## config.mk

```make
export PLATFORM = sky130hd
export DESIGN_NAME = fetch_unit
export DESIGN_NICKNAME = d
export VERILOG_FILES = /design/src/rtl/cpu_pkg.sv /design/src/rtl/fetch_unit.sv
export SDC_FILE = /design/constraint.sdc
export NUM_CORES = 1
export LEC_CHECK = 0
export CAP_MARGIN = 20
export CELL_PAD_IN_SITES_DETAIL_PLACEMENT = 0
export CELL_PAD_IN_SITES_GLOBAL_PLACEMENT = 1
export CORE_ASPECT_RATIO = 0.7
export CORE_MARGIN = 2
export CORE_UTILIZATION = 32
export CTS_CLUSTER_SIZE = 24
export DETAILED_ROUTE_END_ITERATION = 12
export GPL_TIMING_DRIVEN = 1
export PLACE_DENSITY_LB_ADDON = 0.1
export SKIP_LAST_GASP = 1
export SLEW_MARGIN = 15
export SYNTH_ARGS = -nofsm -noshare
export SYNTH_HDL_FRONTEND = slang
export SYNTH_SLANG_ARGS = --single-unit
```

## constraint.sdc

```tcl
create_clock -name clk -period 4 [get_ports clk]
set_input_delay 0.8 -clock clk [delete_from_list [all_inputs] [get_ports clk]]
set_output_delay 0.8 -clock clk [all_outputs]
set_load 0.03 [all_outputs]
```

## src/rtl/cpu_pkg.sv

```systemverilog
// -----------------------------------------------------------------------------
// cpu_pkg
// Shared constants and types for the CPU front end.
//   INSTR_W          : instruction word width
//   NOP_INSTR        : encoding substituted for fetches outside populated memory
//   PC_INC           : byte distance between sequential instruction words
//   DEFAULT_RESET_PC : byte address fetched first after reset
//   fetch_state_e    : occupancy of the fetch/decode boundary register
// -----------------------------------------------------------------------------
package cpu_pkg;

    localparam int          INSTR_W          = 32;
    localparam logic [31:0] NOP_INSTR        = 32'h0000_0013;
    localparam logic [63:0] PC_INC           = 64'd4;
    localparam logic [63:0] DEFAULT_RESET_PC = 64'h0000_0000_0000_0000;

    typedef enum logic {
        ST_EMPTY = 1'b0,
        ST_VALID = 1'b1
    } fetch_state_e;

endpackage

```

## src/rtl/fetch_unit.sv

```systemverilog
// -----------------------------------------------------------------------------
// fetch_unit
// Instruction-fetch stage in front of a synchronous-read instruction memory.
// Owns the program counter, drives the memory word index, pairs each returned
// word with its PC and hands it to decode with a valid flag. Supports decode
// stall, zero-bubble redirects and NOP substitution beyond populated memory.
//
// Ports:
//   clk          in   rising-edge clock
//   rst_n        in   synchronous active-low reset
//   stall        in   decode cannot accept the presented instruction
//   redirect     in   taken branch/jump; fetch restarts at redirect_pc
//   redirect_pc  in   byte target address (n+1 bits)
//   RD_Address   out  word index to memory (selected PC >> 2)
//   mem_data     in   memory read data, one edge after RD_Address
//   instr        out  instruction presented to decode
//   instr_pc     out  byte PC of instr
//   instr_valid  out  instr/instr_pc meaningful
//   misalign     out  one-cycle pulse: accepted redirect target not word aligned
//   fetch_fault  out  presented instruction came from beyond MEM_WORDS
//   fetch_count  out  instructions accepted by decode (wraps at 2^32)
// -----------------------------------------------------------------------------
module fetch_unit
    import cpu_pkg::*;
#(
    parameter int         n         = 63,
    parameter logic [n:0] RESET_PC  = (n+1)'(DEFAULT_RESET_PC),
    parameter logic [n:0] MEM_WORDS = (n+1)'(64'd1024)
) (
    input  logic               clk,
    input  logic               rst_n,
    input  logic               stall,
    input  logic               redirect,
    input  logic [n:0]         redirect_pc,
    output logic [n:0]         RD_Address,
    input  logic [INSTR_W-1:0] mem_data,
    output logic [INSTR_W-1:0] instr,
    output logic [n:0]         instr_pc,
    output logic               instr_valid,
    output logic               misalign,
    output logic               fetch_fault,
    output logic [31:0]        fetch_count
);

    localparam logic [n:0] PC_INC_N = (n+1)'(PC_INC);

    // The full word index is compared, so high PC bits can never alias into range.
    function automatic logic idx_fault(input logic [n:0] pc);
        logic [n:0] idx;
        idx = {2'b00, pc[n:2]};
        return (idx >= MEM_WORDS);
    endfunction

    fetch_state_e state_q, state_d;
    logic [n:0]   pc_q, pc_d;          // next PC to fetch
    logic [n:0]   dpc_q, dpc_d;        // PC of the word currently on mem_data
    logic         fault_q, fault_d;
    logic         misalign_q, misalign_d;
    logic [31:0]  cnt_q, cnt_d;

    logic [n:0]   tgt_s;
    logic [n:0]   sel_pc_s;
    logic         sel_fault_s;
    logic         hold_s;

    // Hold only matters when something is actually presented to decode.
    assign hold_s = stall && (state_q == ST_VALID);

    // Address select: redirect, then re-read of held word, then sequential PC.
    always_comb begin
        tgt_s = {redirect_pc[n:2], 2'b00};
        if (redirect) begin
            sel_pc_s = tgt_s;
        end else if (hold_s) begin
            sel_pc_s = dpc_q;
        end else begin
            sel_pc_s = pc_q;
        end
        sel_fault_s = idx_fault(sel_pc_s);
    end

    assign RD_Address = {2'b00, sel_pc_s[n:2]};

    // FSM state register.
    always_ff @(posedge clk) begin
        if (!rst_n) begin
            state_q <= ST_EMPTY;
        end else begin
            state_q <= state_d;
        end
    end

    // FSM next state: any non-reset edge leaves the boundary occupied.
    always_comb begin
        state_d = state_q;
        case (state_q)
            ST_EMPTY: state_d = ST_VALID;
            ST_VALID: state_d = ST_VALID;
            default:  state_d = ST_EMPTY;
        endcase
    end

    // Datapath next state with redirect > hold > sequential priority.
    always_comb begin
        pc_d       = pc_q;
        dpc_d      = dpc_q;
        fault_d    = fault_q;
        cnt_d      = cnt_q;
        misalign_d = 1'b0;
        if (redirect) begin
            // Word presented this cycle is wrong-path: not counted.
            dpc_d      = sel_pc_s;
            pc_d       = sel_pc_s + PC_INC_N;
            fault_d    = sel_fault_s;
            misalign_d = (redirect_pc[1:0] != 2'b00);
        end else if (hold_s) begin
            // Everything holds; misalign is a pulse and so is not held.
            misalign_d = 1'b0;
        end else begin
            dpc_d   = pc_q;
            pc_d    = pc_q + PC_INC_N;
            fault_d = sel_fault_s;
            if (state_q == ST_VALID) begin
                cnt_d = cnt_q + 32'd1;
            end else begin
                cnt_d = cnt_q;
            end
        end
    end

    // Datapath registers.
    always_ff @(posedge clk) begin
        if (!rst_n) begin
            pc_q       <= RESET_PC;
            dpc_q      <= RESET_PC;
            fault_q    <= 1'b0;
            misalign_q <= 1'b0;
            cnt_q      <= 32'd0;
        end else begin
            pc_q       <= pc_d;
            dpc_q      <= dpc_d;
            fault_q    <= fault_d;
            misalign_q <= misalign_d;
            cnt_q      <= cnt_d;
        end
    end

    // FSM / datapath outputs to decode.
    always_comb begin
        instr_valid = (state_q == ST_VALID);
        instr       = fault_q ? NOP_INSTR : mem_data;
        instr_pc    = dpc_q;
        fetch_fault = fault_q & (state_q == ST_VALID);
        misalign    = misalign_q;
        fetch_count = cnt_q;
    end

endmodule

```

==> reports/results.env <==
MIN_DELAY_PATH_DEPTH=2
HTREEDEPTH=4
GRT_SETUP_UNREPAIRED='false'
REPORT.FINAL.SETUP_VIOL=0
CRIT_TYPE='primary input to primary output'
MAXCAPVIOLATIONS=0
HOLD_PATH.CLASS='register to register'
DRT-TOTAL-WL_MM=39.8
CLOCK_TREE.BUFFER_DEPTH=2
PLACE_WORST_SETUP_SLACK_PS=138
POSTCTSSETUPREPAIRBUFS=0
SYN_AREA_PER_CELL_UM2=7.96
FINALCRITICALPERIOD_PS=3760
PLACED_CELL_AREA_UM2=13900
FINAL_DESIGN_AREA_NO_FILL_UM2=14500
POSTCTSHOLDBUFS=0
INSERTION_DELAY_PS=450
POWER_DENSITY_nW_PER_UM2=335
LAYOUT.CELLS.NON_FILLER=1968
SEQ_AREA_FRAC_SYNTH_PCT=31.8
TRITONCTS='done'
REG2REG_SLACK_PS=1060
SYNTH-WARNING-COUNT=0
WORST-SLEW-PIN-TRANSITION_PS=971
SYNTHCELLS=1291
SYNTHARSTFLOPSHARE_PCT=0
SYNTH_AREA_LEADER_CELL='dfxtp_1'
DETAIL_ROUTE.VIAS_PER_CELL=5.10
FILL_CELLS=3113
OUTCOME='finished, final reports clean'
CTS_NUM_SINKS=163
WORST-R2R-CELL-COUNT=8
INITIAL_CORE_UTIL_PCT=32.7
NUMBER_OF_PLACED_CELLS_COUNTING_WELL_TAPS=1937
DR.PASS1.ITERS=5
TIMING.HOLD.WORST.START='pc_q[1]'
INITIALDRTVIOLATIONCOUNT=693
ANTENNA_FOUND_INITIAL=3
NUM_ROWS=54
DIE_WIDTH_UM=218
GRT_START_MAX_NET_PINS=66
GRT_PASS1_WL_MM=60.3
TIMING.MAX_SLEW.REL_SLACK_PCT=34.6
PERIOD_SHARE_PCT=93.9
HOLD_PATH_END='pc_q[1]'
START_KIND='primary input'
LAYOUT-DRIVE-GT1-SHARE_PCT=12.6
WORST_EP_REQUIRED_TIME_PS=3200
DRC=0
SYNTH-EDFF-COUNT=0
MAX-VDD-IR-DROP_uV=245
FMAX_MHz=266
DETAIL_ROUTE.WL_PER_CELL_UM=20.2
GRT_OVERFLOW=0
DRT.ANTENNA.VIOLATING_NETS=0
POWER.LEAKAGE_uW=0.00528
FIN_HOLD_WS_PS=428
POST-DP-HPWL_MM=30.7
CLKSLEWWORSTSETUPHOLDPATHS_PS=70
CRIT_ARRIVAL_PS=2960
LAYOUT.NETS=1638
FIN_SKEW_PS=11.5
SYNTH_COMMON_CELLS='dfxtp_1, nand2_1, nor2_1'
SYNTHMOSTINSTANTIATEDCELL='dfxtp_1'
CTS-ROOT-BUF='clkbuf_16'
DR_TOTAL_VIAS=10000
SYN-CELL-AREA_UM2=10300
YS_SEQ_ELEMENTS=163
IO_BUFFERS=292
CRITICAL_PATH.MAX_FANOUT=17
TIMING.FINAL.MAX_SLEW_VIOLATIONS=0
CORE_AREA_UM2=31400
FINAL.SETUP.WORST_SLACK_PS=245
FIRST_GLOBAL_VIAS=9766
REGTOREGENDPOINT='fault_q'
DIE_AREA_UM2=33600
NUMCTSBUFFERS=17
FINALWEIGHTEDCONGESTION=0.842
DOMINANTREGCELLSYNTH='dfxtp_1'
R2R_START='instr_valid'
CHIPHEIGHT_UM=154
END_KIND='primary output'
SYNTHTOLAYOUTAREAGROWTH_PCT=41.2
GRT_USAGE_PCT=23.7
POST-SYNTH-TOP-AREA-FRACTION_PCT=31.8
IO_COUNT=295
SYNTHDISTINCTLIBCELLS=68
TIMING_HOLD_VIOLATIONS_FINAL=0
CTS_RESIZED=0
YS_TOP_CELLS_BY_AREA='dfxtp_1, xnor2_1, mux2i_1'
-- state kept, by name (all words and copies together) (netlist names) --
register and count:
fetch_count 32, pc_q 64, instr_pc 64, misalign 1, instr_valid 1, fault_q 1
-- kinds of logic after synthesis --
family / Yosys count / synth area share (%)
buffers and inverters: 162 / 8.91
adders and majority gates: 2 / 0.243
muxes: 60 / 5.84
xor gates and xnor gates: 134 / 11.4
DFF: 163 / 31.8
and+or+nand+nor: 570 / 29.5
AOI/OAI and AO/OA: 199 / 12.3
other: 1 / 0.0365
-- routing by layer --
layer	GRT usage [%]	wire, µm	part of all wire (%)
met2	33.5	16200	41
met4	5.77	530	1.3
met3	7.91	3740	9.4
met1	34.1	19300	49
met5	0	0	0
-- worst max-delay path by stage --
| stage | startpoint | end | slack (ps) |
|---|---|---|---|
| after global placement | stall | fault_q | -250 |
| final | stall | RD_Address[12] | 240 |
| after detailed placement | stall | fault_q | 140 |
| after floorplan | redirect | pc_q[48] | 10 |
| after CTS | stall | RD_Address[12] | 250 |
| after global routing | stall | RD_Address[29] | 180 |
-- layout by cell type (no fill, tap or decap), types with 3 or more instances in the layout --
master,count
xor2_1,58
nor4_2,4
nor2b_1,33
nand2_1,150
xnor2_1,76
clkbuf_16,17
nand4b_1,9
buf_4,85
a31oi_1,3
nor2_1,94
mux2i_1,60
o21a_1,3
or3_1,8
o21ai_0,79
a21oi_1,25
nor4_1,11
nand2b_1,10
a211oi_1,16
buf_12,46
or2_2,5
and3_1,10
nand4_1,33
a22oi_1,7
nor3b_2,4
a221oi_1,4
nor3b_1,4
o211a_1,5
nor3_1,21
nor3_2,3
bufinv_16,5
o22ai_1,33
dfxtp_1,163
nand3_1,68
nand3b_1,16
inv_1,23
clkdlybuf4s50_1,229
and2_1,72
-- where the power goes --
| group | switching (µW) | leakage (µW) | internal [µW] |
|---|---|---|---|
| Combinational | 658 | 0.00362 | 531 |
| Sequential | 90.5 | 0.00134 | 1700 |
| Clock | 746 | 0.000313 | 1140 |
| Total | 1490 | 0.00528 | 3370 |
-- worst max-delay path, cell delays in order --
cell	delay (ps)
clkdlybuf4s50_1	530
and2_4	390
buf_4	240
mux2i_1	80
o21ai_0	680
buf_12	200
-- cell type report --
| cell class | instances | area (µm²) | share of cell area [%] |
|---|---|---|---|
| Antenna cell | 1 | 2.50 | 0.0172 |
| Tap cell | 420 | 526 | 3.62 |
| Timing Repair Buffer | 362 | 3870 | 26.7 |
| Clock buffer | 21 | 460 | 3.17 |
| Inverter | 25 | 93.8 | 0.647 |
| Sequential cell | 163 | 3260 | 22.5 |
| Multi-Input combinational cell | 967 | 6120 | 42.2 |
| Clock inverter | 9 | 178 | 1.22 |
-- through the flow --
step | power, µW | util [%] | setup TNS [ps]
after floorplan | 2470 | - | 0
after global placement | 3020 | 44.1 | -250
after detailed placement | 3020 | 44.1 | 0
after CTS | 4900 | 46.2 | 0
after global routing | 5050 | 46.2 | 0
final | 4870 | 46.2 | 0
Power figures use the tool's default switching activity.
